`src/rtl/multicycle_ctrl_hs.sv`:
```
// Multicycle CPU control FSM with memory ready/wait handshake, memory timeout and trap state.
// `define PERF_CNT_EN adds InstrCount/StallCount performance counters.
module multicycle_ctrl_hs #(
  parameter int ALUOP_W     = 3,
  parameter int MEM_TIMEOUT = 16,
  parameter int CNT_W       = 32
) (
  input  logic               clk,
  input  logic               Reset,
  input  logic [5:0]         Opcode,
  input  logic               mem_ready,
  output logic [3:0]         State,
  output logic [1:0]         ALUSrcA,
  output logic [1:0]         ALUSrcB,
  output logic [ALUOP_W-1:0] ALUOp,
  output logic [1:0]         PCSource,
  output logic               PCWrite,
  output logic [1:0]         PCWriteCond,
  output logic               BranchSel,
  output logic               RegWrite,
  output logic               MemtoReg,
  output logic               ReadDst,
  output logic               MemRead,
  output logic               MemWrite,
  output logic               IRWrite,
  output logic               Trap,
  output logic [1:0]         TrapCause,
`ifdef PERF_CNT_EN
  output logic [CNT_W-1:0]   InstrCount,
  output logic [CNT_W-1:0]   StallCount,
`endif
  output logic               Busy
);

  typedef enum logic [3:0] {
    S_FETCH, S_DECODE, S_MEM_ADDR, S_MEM_RD, S_MEM_WB, S_MEM_WR, S_R_EXEC, S_ALU_WB,
    S_BRANCH, S_JUMP, S_LI_ADDR, S_LI_RD, S_I_EXEC_SE, S_I_EXEC_ZE, S_TRAP, S_UNUSED
  } state_t;

  localparam logic [5:0] OP_LWI  = 6'b111011;
  localparam logic [5:0] OP_SWI  = 6'b111100;
  localparam logic [5:0] OP_BEQ  = 6'b100000;
  localparam logic [5:0] OP_BNE  = 6'b100001;
  localparam logic [5:0] OP_J    = 6'b000001;
  localparam logic [5:0] OP_LI   = 6'b111001;
  localparam logic [5:0] OP_NOOP = 6'b000000;
  localparam logic [ALUOP_W-1:0] ALU_ADD = ALUOP_W'(3'b010);
  localparam int WCNT_W = (MEM_TIMEOUT > 1) ? $clog2(MEM_TIMEOUT) : 1;

  state_t               state, state_nxt;
  logic [1:0]           cause_nxt;
  logic                 imm_wb;
  logic                 is_mem, tmo, is_rtype;
  logic [ALUOP_W-1:0]   op_alu;

  assign State    = state;
  assign is_mem   = (state == S_FETCH) || (state == S_MEM_RD) || (state == S_MEM_WR) || (state == S_LI_RD);
  assign is_rtype = (Opcode[5:3] == 3'b010) && (Opcode[2:0] != 3'b110);
  assign op_alu   = ALUOP_W'(Opcode[2:0]);
  assign Busy     = Reset && is_mem && !mem_ready;

  // Counter only advances while a memory state is stalled, so it is already 0 on entry.
  generate
    if (MEM_TIMEOUT > 0) begin : g_tmo
      logic [WCNT_W-1:0] wait_cnt;
      assign tmo = is_mem && !mem_ready && (wait_cnt == WCNT_W'(MEM_TIMEOUT - 1));
      always_ff @(posedge clk or negedge Reset) begin
        if (!Reset)                        wait_cnt <= '0;
        else if (is_mem && !mem_ready && !tmo) wait_cnt <= wait_cnt + WCNT_W'(1);
        else                               wait_cnt <= '0;
      end
    end else begin : g_no_tmo
      assign tmo = 1'b0;
    end
  endgenerate

  always_ff @(posedge clk or negedge Reset) begin
    if (!Reset) begin
      state     <= S_FETCH;
      TrapCause <= 2'b00;
      imm_wb    <= 1'b0;
    end else begin
      state     <= state_nxt;
      TrapCause <= cause_nxt;
      imm_wb    <= (state == S_I_EXEC_SE) || (state == S_I_EXEC_ZE);
    end
  end

  always_comb begin
    state_nxt   = state;
    cause_nxt   = TrapCause;
    ALUSrcA     = 2'b00;
    ALUSrcB     = 2'b00;
    ALUOp       = '0;
    PCSource    = 2'b00;
    PCWrite     = 1'b0;
    PCWriteCond = 2'b00;
    BranchSel   = 1'b0;
    RegWrite    = 1'b0;
    MemtoReg    = 1'b0;
    ReadDst     = 1'b0;
    MemRead     = 1'b0;
    MemWrite    = 1'b0;
    IRWrite     = 1'b0;
    Trap        = 1'b0;
    case (state)
      S_FETCH: begin
        MemRead = 1'b1; ALUSrcB = 2'b01; ALUOp = ALU_ADD; ReadDst = 1'b1;
        IRWrite = mem_ready; PCWrite = mem_ready;
        if (mem_ready) state_nxt = S_DECODE;
      end
      S_DECODE: begin
        ALUSrcB = 2'b10; ALUOp = ALU_ADD; ReadDst = is_rtype;
        if (Opcode == OP_LWI || Opcode == OP_SWI)            state_nxt = S_MEM_ADDR;
        else if (is_rtype)                                   state_nxt = S_R_EXEC;
        else if (Opcode == OP_BEQ || Opcode == OP_BNE)       state_nxt = S_BRANCH;
        else if (Opcode == OP_J)                             state_nxt = S_JUMP;
        else if (Opcode == OP_LI)                            state_nxt = S_LI_ADDR;
        else if (Opcode inside {6'b110010, 6'b110011, 6'b110111}) state_nxt = S_I_EXEC_SE;
        else if (Opcode inside {6'b110100, 6'b110101})       state_nxt = S_I_EXEC_ZE;
        else if (Opcode == OP_NOOP)                          state_nxt = S_FETCH;
        else begin
          state_nxt = S_TRAP;
          cause_nxt = 2'b01;
        end
      end
      S_MEM_ADDR: begin
        ALUSrcA = 2'b01; ALUSrcB = 2'b11; ALUOp = ALU_ADD;
        state_nxt = (Opcode == OP_LWI) ? S_MEM_RD : S_MEM_WR;
      end
      S_MEM_RD: begin
        MemRead = 1'b1;
        if (mem_ready) state_nxt = S_MEM_WB;
      end
      S_MEM_WB: begin
        RegWrite = 1'b1; MemtoReg = 1'b1; state_nxt = S_FETCH;
      end
      S_MEM_WR: begin
        MemWrite = 1'b1;
        if (mem_ready) state_nxt = S_FETCH;
      end
      S_R_EXEC: begin
        ALUSrcA = 2'b01; ReadDst = 1'b1; ALUOp = op_alu; state_nxt = S_ALU_WB;
      end
      S_ALU_WB: begin
        ALUSrcA = 2'b01; RegWrite = 1'b1; ReadDst = !imm_wb; state_nxt = S_FETCH;
      end
      S_BRANCH: begin
        ALUSrcA = 2'b01; PCWriteCond = 2'b01; PCSource = 2'b01;
        BranchSel = (Opcode == OP_BNE); state_nxt = S_FETCH;
      end
      S_JUMP: begin
        PCWrite = 1'b1; PCSource = 2'b10; ReadDst = 1'b1; state_nxt = S_FETCH;
      end
      S_LI_ADDR: begin
        ALUSrcA = 2'b01; ALUSrcB = 2'b11; state_nxt = S_LI_RD;
      end
      S_LI_RD: begin
        MemRead = 1'b1; MemtoReg = 1'b1; RegWrite = mem_ready;
        if (mem_ready) state_nxt = S_FETCH;
      end
      S_I_EXEC_SE: begin
        ALUSrcA = 2'b01; ALUSrcB = 2'b10; ALUOp = op_alu; state_nxt = S_ALU_WB;
      end
      S_I_EXEC_ZE: begin
        ALUSrcA = 2'b01; ALUSrcB = 2'b11; ALUOp = op_alu; state_nxt = S_ALU_WB;
      end
      S_TRAP: begin
        Trap = 1'b1; PCWrite = 1'b1; PCSource = 2'b11; state_nxt = S_FETCH;
      end
      default: state_nxt = S_FETCH;
    endcase
    if (tmo) begin
      state_nxt = S_TRAP;
      cause_nxt = 2'b10;
    end
    // While held in reset the bus must show the idle pattern, not the FETCH decode.
    if (!Reset) begin
      ALUSrcA = 2'b00; ALUSrcB = 2'b01; ALUOp = '0; PCSource = 2'b00; PCWrite = 1'b0;
      PCWriteCond = 2'b00; BranchSel = 1'b0; RegWrite = 1'b0; MemtoReg = 1'b0;
      ReadDst = 1'b1; MemRead = 1'b0; MemWrite = 1'b0; IRWrite = 1'b0; Trap = 1'b0;
    end
  end

`ifdef PERF_CNT_EN
  always_ff @(posedge clk or negedge Reset) begin
    if (!Reset) begin
      InstrCount <= '0;
      StallCount <= '0;
    end else begin
      if (state == S_FETCH && mem_ready) InstrCount <= InstrCount + CNT_W'(1);
      if (Busy)                          StallCount <= StallCount + CNT_W'(1);
    end
  end
`endif

endmodule

```
`config.mk`:
```
export PLATFORM = sky130hd
export DESIGN_NAME = multicycle_ctrl_hs
export DESIGN_NICKNAME = d
export VERILOG_FILES = /design/src/rtl/multicycle_ctrl_hs.sv
export SDC_FILE = /design/constraint.sdc
export NUM_CORES = 1
export LEC_CHECK = 0
export ABC_AREA = 1
export CORE_MARGIN = 3
export CORE_UTILIZATION = 48
export CTS_CLUSTER_SIZE = 20
export DETAILED_ROUTE_END_ITERATION = 16
export PLACE_DENSITY_LB_ADDON = 0.12
export SYNTH_ARGS = -nofsm -noshare
export SYNTH_HDL_FRONTEND = slang
export SYNTH_SLANG_ARGS = --single-unit
```
`constraint.sdc`:
```
create_clock -name clk -period 3.3 [get_ports clk]
set_input_delay 0.66 -clock clk [delete_from_list [all_inputs] [get_ports clk]]
set_output_delay 0.66 -clock clk [all_outputs]
set_load 0.02 [all_outputs]
```
==> impl_metrics.yaml <==
cts:
  h-tree-depth: 1
  cts_tree: "built"
  cts-root-buf: "clkbuf_4"
  clkLatencyLatePin_ns: 0.27
  cts_hold_buf: 0
  cts.sinks: 11
  cts_inserted_buffers: 3
  cts.repair.resized: 0
  cts_buffer_depth: 2
  clk_pin_slew_ns: 0.06
  post-cts-setup-buffer-count: 0
critical_path:
  worstSetupStartpoint: "Opcode[2]"
  reg2reg_to: "TrapCause[0]"
  cp-start-kind: "input port"
  critPathKind: "in -> out"
  r2r_slack_ns: 1.81
  r2r_start: "State[2]"
  critPathMaxFanout: 5
  reg2reg_depth: 7
  required_ns: 2.64
  cp.arrival_ns: 2.43
  endpoint: "BranchSel"
  end_kind: "output pin"
synthesis:
  synth-async-reset-ratio: 1.000
  synth_edf_count: 0
  ys_seq_elements: 11
  yosys-top-cells-area: "dfrtp_1 (26%), nand2_1 (13%), nor2_1 (12%)"
  yosys_warnings: 0
  yosys.cell_types.count: 29
  synth_area_um2: 1040
  netlist.area_leader.share: 0.2647
  synth_area_per_cell_um2: 6.045
  synth-seq-area-share: 0.2647
  synthFlopType: "dfrtp_1"
  synthCells: 172
  yosysTopAreaCell: "dfrtp_1"
timing:
  report.final.setup_viol: 0
  hold_violations: 0
  min_period_ns: 3.093
  rsz0062_at_grt: "no"
  fin_ws_ns: 0.2072
  fin_hold_ws_ns: 0.4715
  slew_violations: 0
  fin_worst_skew_ns: 0.01011
  max_freq_mhz: 323.3
  period_share: 0.9372
  setup-tns-final_ns: 0
global_route:
  grt_pass1_wl_mm: 4.574
  grt_use_total: 0.2212
  grt_overflow: 0
  antenna_found_initial: 0
  grt_max_degree: 14
  grt_pass1_vias: 1081
detailed_routing:
  vias: 1255
  routedWlPerCell_um: 12.05
  wl_mm: 2.844
  dr.pass1.iters: 4
  viasPerCell: 5.318
  ant_nets: 0
  drt-initial-drc-count: 41
  drc: 0
final_layout:
  drive_gt1_frac: 0.1005
  fillCellCount: 167
  antenna_cells: 0
  final_core_util: 0.7144
  layout.nets: 220
  area_delta_synth_final_pct: 37.54
floorplanning:
  fp.coreArea_um2: 2002
  die_area_um2: 2760
  rows: 16
  die_width_um: 52.54
  io_pins: 36
  start_util: 0.5194
  die_h_um: 52.54
run_status:
  outcome: "complete, no violations"
placement:
  hpwl_mm: 2.359
  port-buffer-count: 33
  post-place-ws_ns: 0.1935
  gp_congestion: 0.9102
pwr:
  power.density_nw_per_um2: 643.8
  power_mw: 0.9207
  ir_drop_v: 0.0004194
  p_leak_nw: 0.6940
worst_hold_path:
  min_path_cells: 1
  hold_class: "reg -> reg"
run:
  maxCapViolCount: 0
layer usage:
layer,global-route usage,share of wire,wire (um)
met1,0.2655,0.43,1216
met2,0.3926,0.50,1425
met3,0.04558,0.059,169
met4,0.06383,0.012,34
met5,0,0,0
cell families after synthesis:
kind of cell / share of synthesized area
AND/OR/NAND/NOR: 0.4585
buffers and inverters: 0.1252
AO/OA/AOI/OAI: 0.1191
flip-flops: 0.2647
XOR/XNOR: 0.01685
adder cells (fa/ha/maj): 0.01203
other: 0.003607
cell usage after synthesis, types with 3 or more instances:
cell type	number
dfrtp_1	11
nor2_1	33
nand2_2	3
a21oi_1	9
inv_1	24
nor3_1	4
nand3_1	18
nor2_4	3
nor2_2	4
o21ai_0	5
a31oi_1	3
nand2_1	35
state kept, by name (all words and copies together), names as in the netlist:
signal          cells
State               4
TrapCause           2
imm_wb              1
g_tmo.wait_cnt      4
worst min path at each step:
| stage | start | end | slack, ns |
|---|---|---|---|
| global route | TrapCause[1] | TrapCause[1] | 0.51 |
| global placement | g_tmo.wait_cnt[0] | g_tmo.wait_cnt[0] | 0.44 |
| detailed placement | g_tmo.wait_cnt[0] | g_tmo.wait_cnt[0] | 0.46 |
| CTS | g_tmo.wait_cnt[0] | g_tmo.wait_cnt[0] | 0.47 |
| finish | g_tmo.wait_cnt[0] | g_tmo.wait_cnt[0] | 0.47 |
| floorplan | Reset | State[0] | 0.36 |
report_power, final:
| group | switching [mW] | total, mW | internal (mW) |
|---|---|---|---|
| clock | 0.0442 | 0.0910 | 0.0467 |
| combinational | 0.374 | 0.614 | 0.240 |
| sequential | 0.0519 | 0.216 | 0.164 |
final cells by class:
| class | count | area, um^2 | share of cell area |
|---|---|---|---|
| Clock buffer | 4 | 26.28 | 0.01837 |
| Timing Repair Buffer | 35 | 345.3 | 0.2415 |
| Inverter | 29 | 111.4 | 0.07787 |
| Multi-Input combinational cell | 130 | 638.1 | 0.4462 |
| Sequential cell | 11 | 275.3 | 0.1925 |
| Tap cell | 27 | 33.78 | 0.02362 |
critical path, stage by stage:
cell	delay (ns)
clkdlybuf4s50_1	0.47
nor2_1	0.20
nand4_1	0.22
nor4_1	0.22
clkdlybuf4s50_1	0.66
layout by cell type, fill, tap and decap left out, types with 4 or more instances in the layout:
cell,n
nand2_1,35
nor2_1,33
clkdlybuf4s50_1,33
inv_1,24
nand3_1,18
dfrtp_1,11
a21oi_1,9
o21ai_0,5
nor2_2,4
nor3_1,4
stage by stage:
| stage | instance area [um^2] | instances |
|---|---|---|
| floorplan | 1044 | 173 |
| global placement | 1404 | 232 |
| detailed placement | 1404 | 232 |
| CTS | 1430 | 236 |
| global route | 1430 | 236 |
| finish | 1430 | 236 |
(Power assumes the default switching activity.)
